===== src/rtl/shift_sequencer_pkg.sv =====
// Shared types and constants for the shift sequencer and its 64-bit load/enable
// shift register partner.
package shift_pkg;

  localparam int CNT_W = 6;

  typedef enum logic [1:0] {
    IDLE  = 2'b00,
    LOAD  = 2'b01,
    SHIFT = 2'b10,
    DONE  = 2'b11
  } state_t;

  localparam logic [1:0] AMT_L1 = 2'b00;
  localparam logic [1:0] AMT_L8 = 2'b01;
  localparam logic [1:0] AMT_R1 = 2'b10;
  localparam logic [1:0] AMT_R8 = 2'b11;

  localparam logic [CNT_W-1:0] STEP_BIG = CNT_W'(8);

  // Maps direction and step size onto the shift register amount encoding.
  function automatic logic [1:0] amt_code(input logic dir, input logic big);
    logic [1:0] code;
    case ({dir, big})
      2'b00:   code = AMT_L1;
      2'b01:   code = AMT_L8;
      2'b10:   code = AMT_R1;
      default: code = AMT_R8;
    endcase
    return code;
  endfunction

endpackage


===== src/rtl/shift_sequencer_if.sv =====
// Request and result handshakes of the shift sequencer.
// The requester/consumer uses master, the sequencer uses slave.
interface shift_sequencer_if #(
  parameter int DATA_W = 64,
  parameter int CNT_W  = 6
);
  import shift_pkg::*;

  logic              req_valid;
  logic              req_ready;
  logic              req_dir;
  logic [CNT_W-1:0]  req_count;
  logic [DATA_W-1:0] req_data;

  logic              res_valid;
  logic              res_ready;
  logic [DATA_W-1:0] res_data;

  modport master (
    output req_valid, req_dir, req_count, req_data,
    input  req_ready,
    input  res_valid, res_data,
    output res_ready
  );

  modport slave (
    input  req_valid, req_dir, req_count, req_data,
    output req_ready,
    output res_valid, res_data,
    input  res_ready
  );

endinterface


===== src/rtl/shift_sequencer.sv =====
// Control stage that loads an operand into the 64-bit shift register, walks the
// requested distance in by-8 and by-1 steps, and hands back the shifted value.
module shift_sequencer #(
  parameter int DATA_W = 64,
  parameter int CNT_W  = 6
) (
  input  logic              clk,
  input  logic              rst_n,
  shift_sequencer_if.slave  bus,
  output logic              sh_load,
  output logic              sh_ena,
  output logic [1:0]        sh_amount,
  output logic [DATA_W-1:0] sh_data,
  input  logic [DATA_W-1:0] sh_q,
  output logic              busy
);
  import shift_pkg::*;

  localparam logic [CNT_W-1:0] STEP_ONE = CNT_W'(1);

  state_t            state_q, state_d;
  logic [CNT_W-1:0]  rem_q, rem_d;
  logic              dir_q, dir_d;
  logic [DATA_W-1:0] data_q, data_d;
  logic              big_step;

  // The by-8 step is only taken while at least 8 remain, so rem never wraps.
  assign big_step = (rem_q >= STEP_BIG);

  always_ff @(posedge clk or negedge rst_n) begin
    if (!rst_n) begin
      state_q <= IDLE;
      rem_q   <= '0;
      dir_q   <= 1'b0;
      data_q  <= '0;
    end else begin
      state_q <= state_d;
      rem_q   <= rem_d;
      dir_q   <= dir_d;
      data_q  <= data_d;
    end
  end

  always_comb begin
    state_d = state_q;
    rem_d   = rem_q;
    dir_d   = dir_q;
    data_d  = data_q;
    case (state_q)
      IDLE: begin
        if (bus.req_valid) begin
          dir_d   = bus.req_dir;
          rem_d   = bus.req_count;
          data_d  = bus.req_data;
          state_d = LOAD;
        end
      end
      LOAD: begin
        state_d = (rem_q != '0) ? SHIFT : DONE;
      end
      SHIFT: begin
        rem_d = big_step ? (rem_q - STEP_BIG) : (rem_q - STEP_ONE);
        if (rem_d == '0) begin
          state_d = DONE;
        end
      end
      DONE: begin
        if (bus.res_ready) begin
          state_d = IDLE;
        end
      end
      default: state_d = IDLE;
    endcase
  end

  // Moore outputs: decoded from registered state only.
  assign bus.req_ready = (state_q == IDLE);
  assign sh_load       = (state_q == LOAD);
  assign sh_ena        = (state_q == SHIFT);
  assign sh_amount     = sh_ena ? amt_code(dir_q, big_step) : AMT_L1;
  assign sh_data       = sh_load ? data_q : '0;
  assign bus.res_valid = (state_q == DONE);
  assign bus.res_data  = sh_q;
  assign busy          = (state_q != IDLE);

endmodule


===== src/flat_wrapper.sv =====
// flat-port wrapper written by rule: the top's interface ports become plain ports
module shift_sequencer_flat import shift_pkg::*;
#(
  parameter int DATA_W = 64,
  parameter int CNT_W  = 6
)
  (clk, rst_n, sh_load, sh_ena, sh_amount, sh_data, sh_q, busy, bus_req_valid, bus_req_dir, bus_req_count, bus_req_data, bus_req_ready, bus_res_valid, bus_res_data, bus_res_ready);
  shift_sequencer_if #(.DATA_W(DATA_W), .CNT_W(CNT_W)) bus_i ();
  input  logic clk;
  input  logic rst_n;
  output logic sh_load;
  output logic sh_ena;
  output logic [1:0] sh_amount;
  output logic [DATA_W-1:0] sh_data;
  input  logic [DATA_W-1:0] sh_q;
  output logic busy;
  input wire logic [$bits(bus_i.req_valid)-1:0] bus_req_valid;
  input wire logic [$bits(bus_i.req_dir)-1:0] bus_req_dir;
  input wire logic [$bits(bus_i.req_count)-1:0] bus_req_count;
  input wire logic [$bits(bus_i.req_data)-1:0] bus_req_data;
  output wire logic [$bits(bus_i.req_ready)-1:0] bus_req_ready;
  output wire logic [$bits(bus_i.res_valid)-1:0] bus_res_valid;
  output wire logic [$bits(bus_i.res_data)-1:0] bus_res_data;
  input wire logic [$bits(bus_i.res_ready)-1:0] bus_res_ready;
  assign bus_i.req_valid = bus_req_valid;
  assign bus_i.req_dir = bus_req_dir;
  assign bus_i.req_count = bus_req_count;
  assign bus_i.req_data = bus_req_data;
  assign bus_req_ready = bus_i.req_ready;
  assign bus_res_valid = bus_i.res_valid;
  assign bus_res_data = bus_i.res_data;
  assign bus_i.res_ready = bus_res_ready;
  shift_sequencer #(.DATA_W(DATA_W), .CNT_W(CNT_W)) u_core (.clk(clk), .rst_n(rst_n), .bus(bus_i), .sh_load(sh_load), .sh_ena(sh_ena), .sh_amount(sh_amount), .sh_data(sh_data), .sh_q(sh_q), .busy(busy));
endmodule

===== config.mk =====
export PLATFORM = sky130hd
export DESIGN_NAME = shift_sequencer_flat
export DESIGN_NICKNAME = d
export VERILOG_FILES = /design/src/rtl/shift_sequencer_pkg.sv /design/src/rtl/shift_sequencer_if.sv /design/src/rtl/shift_sequencer.sv /design/src/flat_wrapper.sv
export SDC_FILE = /design/constraint.sdc
export NUM_CORES = 1
export LEC_CHECK = 0
export CORE_UTILIZATION = 36
export CTS_CLUSTER_DIAMETER = 100
export DETAILED_ROUTE_END_ITERATION = 16
export PLACE_DENSITY = 0.91
export SYNTH_ARGS = -nofsm -noshare
export SYNTH_HDL_FRONTEND = slang
export SYNTH_SLANG_ARGS = --single-unit

===== constraint.sdc =====
create_clock -name clk -period 2.46 [get_ports clk]
set_clock_uncertainty 0.2 [all_clocks]
set_input_delay 0.246 -clock clk [delete_from_list [all_inputs] [get_ports clk]]
set_output_delay 0.246 -clock clk [all_outputs]
set_load 0.01 [all_outputs]

==> flow_metrics.tcl <==
set metrics [dict create \
    status "completed" \
    synth_cell_types 33 \
    dieArea_um2 11400 \
    rr_startpoint "u_core.rem_q[4]" \
    detail_route.iter0.violations 116 \
    syn_area_um2 3960 \
    fin_ws_ns 0.105 \
    syn_nets 493 \
    hold_violations 0 \
    cp_max_fo 33 \
    mostFrequentLayoutCells "clkdlybuf4s50_1, dfrtp_1, mux2_2" \
    seq_power_share_pct 33.3 \
    final_cell_area_um2 5390 \
    arrival_ns 1.91 \
    comb_power_share_pct 51.0 \
    power_w 0.00647 \
    p_int_w 0.00432 \
    htree_levels 3 \
    cellLeakagePower_nw 2.29 \
    clk-insertion-delay-late_ns 0.34 \
    cp_slowest_cell "clkdlybuf4s50_1" \
    placed_cell_area_um2 5130 \
    cp.required_ns 2.01 \
    start_kind "register" \
    min_period_over_period_pct 95.8 \
    vias 2731 \
    clockBufferDepth 2 \
    synth_edf_count 0 \
    grt_use_total_pct 17.3 \
    crit_start "u_core.state_q[1]" \
    synthCells 346 \
    tightest_slew_ns 0.423 \
    synth_flop_cell "dfrtp_1" \
    wire_per_inst_um 17.4 \
    diodes 0 \
    peakVddDrop_mv 0.634 \
    final-setup-viol-count 0 \
    cts.sinks 73 \
    area_growth_pct 36.1 \
    ys_warn_count 0 \
    final_common_cell "clkdlybuf4s50_1" \
    cts_buffers 9 \
    yosysSeqAreaShare_pct 46.1 \
    cpPeakStageDelay_ns 0.53 \
    path_clk_slew_ns 0.09 \
    ios 274 \
    root_buffer "clkbuf_8" \
    swShare_pct 33.3 \
    num_rows 37 \
    grt_pass1_wl_um 15200 \
    p_sw_w 0.00215 \
    cp_cell_sequence "inv_2 -> ha_4 -> buf_12 -> and2_1 -> clkdlybuf4s50_1" \
    start_util_pct 37.7 \
    dp_hpwl_um 7600 \
    critPathCaptureType "primary output" \
    fin_nets 579 \
    grt_pass1_vias 2918 \
    finalMaxSlewViolations 0 \
    dp.cells 555 \
    maxCapViolations 0 \
    slew_headroom_pct 71.8 \
    coreArea_um2 10500 \
    routabilityCongestion 0.792 \
    utilization_pct 51.3 \
    ys_async_sr_fraction_pct 100 \
    io_buffers 145 \
    dpl_worst_slack_ns 0.157 \
    clockPowerShare_pct 15.6 \
    max_freq_ghz 0.425 \
    critPathKind "reg2out" \
    min_period_ns 2.36 \
    drt_wl_total_um 9970 \
    remaining_drc_errors 0 \
    fp.dieH_um 107 \
    ant_nets 0 \
    synth_area_per_cell_um2 11.4 \
    rsz0062_at_grt "false" \
    power_density_nw_per_um2 1200 \
    grt_start_max_net_pins 74 \
    antenna_found_initial 0 \
    ys_seq_elements 73 \
    die_w_um 107 \
    dr.pass1.iters 4 \
    avgViaCountPerCell 4.77 \
    stdcell_count 573 \
    cts_tree "built" \
    drive_above_1_share_pct 23.3 \
    min_path_type "in2async" \
    gr-total-overflow 0 \
]
==> critical path, delay by kind of cell, from the launching register on <==
| kind | cells | cell delay [ns] |
|---|---|---|
| and+or+nand+nor | 1 | 0.16 |
| buffers and inverters | 3 | 0.79 |
| adders and majority gates | 1 | 0.16 |
| DFF | 1 | 0.44 |
==> path summary, 6_finish.rpt <==
kind	cells after the start	endpoint	slack, ns
worst min register to register	1	u_core.data_q[21]	0.30
min in group clk	0	bus_res_data[13]	0.29
max in group asynchronous	3	u_core.data_q[38]	1.47
worst max register to register	7	u_core.state_q[1]	0.12
worst max-delay path	5	sh_data[25]	0.10
worst min-delay path	3	u_core.data_q[42]	0.22
==> per-layer routing <==
layer | vias to the layer above | part of all wire [%] | GRT usage (%)
met4 | 2 | 1.3 | 4.99
met5 | - | 0.24 | 1.43
met1 | 1308 | 34 | 17.1
li1 | 1247 | - | -
met2 | 160 | 53 | 31.6
met3 | 14 | 12 | 8.21
==> cells by family (layout without fill, tap and decap cells) <==
group                    count (synthesis)  count (layout)  share of synthesized area, %
buffers and inverters                   89             180                          14.7
AND/OR/NAND/NOR                         86              86                          13.3
flip-flops                              73              73                          46.1
multiplexers                            68              68                          19.4
AO/OA/AOI/OAI                           20              20                          3.54
adder cells (fa/ha/maj)                  8               8                          2.53
XOR/XNOR                                 2               2                         0.442
==> cell usage after synthesis, drive strengths merged, types with 3 or more instances <==
cell / instances / area (um^2)
o21ai: 5 / 28.8
ha: 8 / 100
and2: 65 / 407
mux2: 67 / 758
buf: 69 / 505
nor2: 6 / 22.5
nand2: 7 / 26.3
a21oi: 3 / 15.0
clkbuf: 11 / 41.3
o22a: 4 / 36.3
dfrtp: 73 / 1830
inv: 9 / 33.8
==> cell type report <==
class	instances	area (um^2)
fillers	924	5120
flip-flops and latches	73	1830
repair buffers	155	1580
multi-input cells	184	1570
well taps	136	170
clock buffers	10	138
clock inverters	6	73.8
inverters	9	33.8
==> registers in the layout, summed over array words and instances, names as in the netlist <==
name and flops:
u_core.data_q 64, u_core.dir_q 1, u_core.rem_q 6, u_core.state_q 2
==> through the flow <==
step,hold WS (ns),TNS (ns)
floorplan,-0.250,0
global placement,0.0900,0
detailed placement,0.0972,0
CTS,0.251,-0.0175
global route,0.249,0
finish,0.220,0
==> power by group through the flow <==
stage	Clock, W	Sequential [W]	Combinational, W
2_1_floorplan	0	0.00205	0.00199
3_3_place_gp	0	0.00212	0.00320
3_5_place_dp	0	0.00217	0.00330
4_1_cts	0.00105	0.00214	0.00334
5_1_grt	0.00111	0.00223	0.00359
6_report	0.00101	0.00216	0.00330
==> timing repair <==
action	in CTS	in global routing
resized for setup	8	5
hold buffers	1	0
pin swaps	0	0
setup endpoints to repair	35	61
buffers inserted	1	0
cloned	0	0
hold endpoints to repair	73	0
Power figures use the tool's default switching activity.
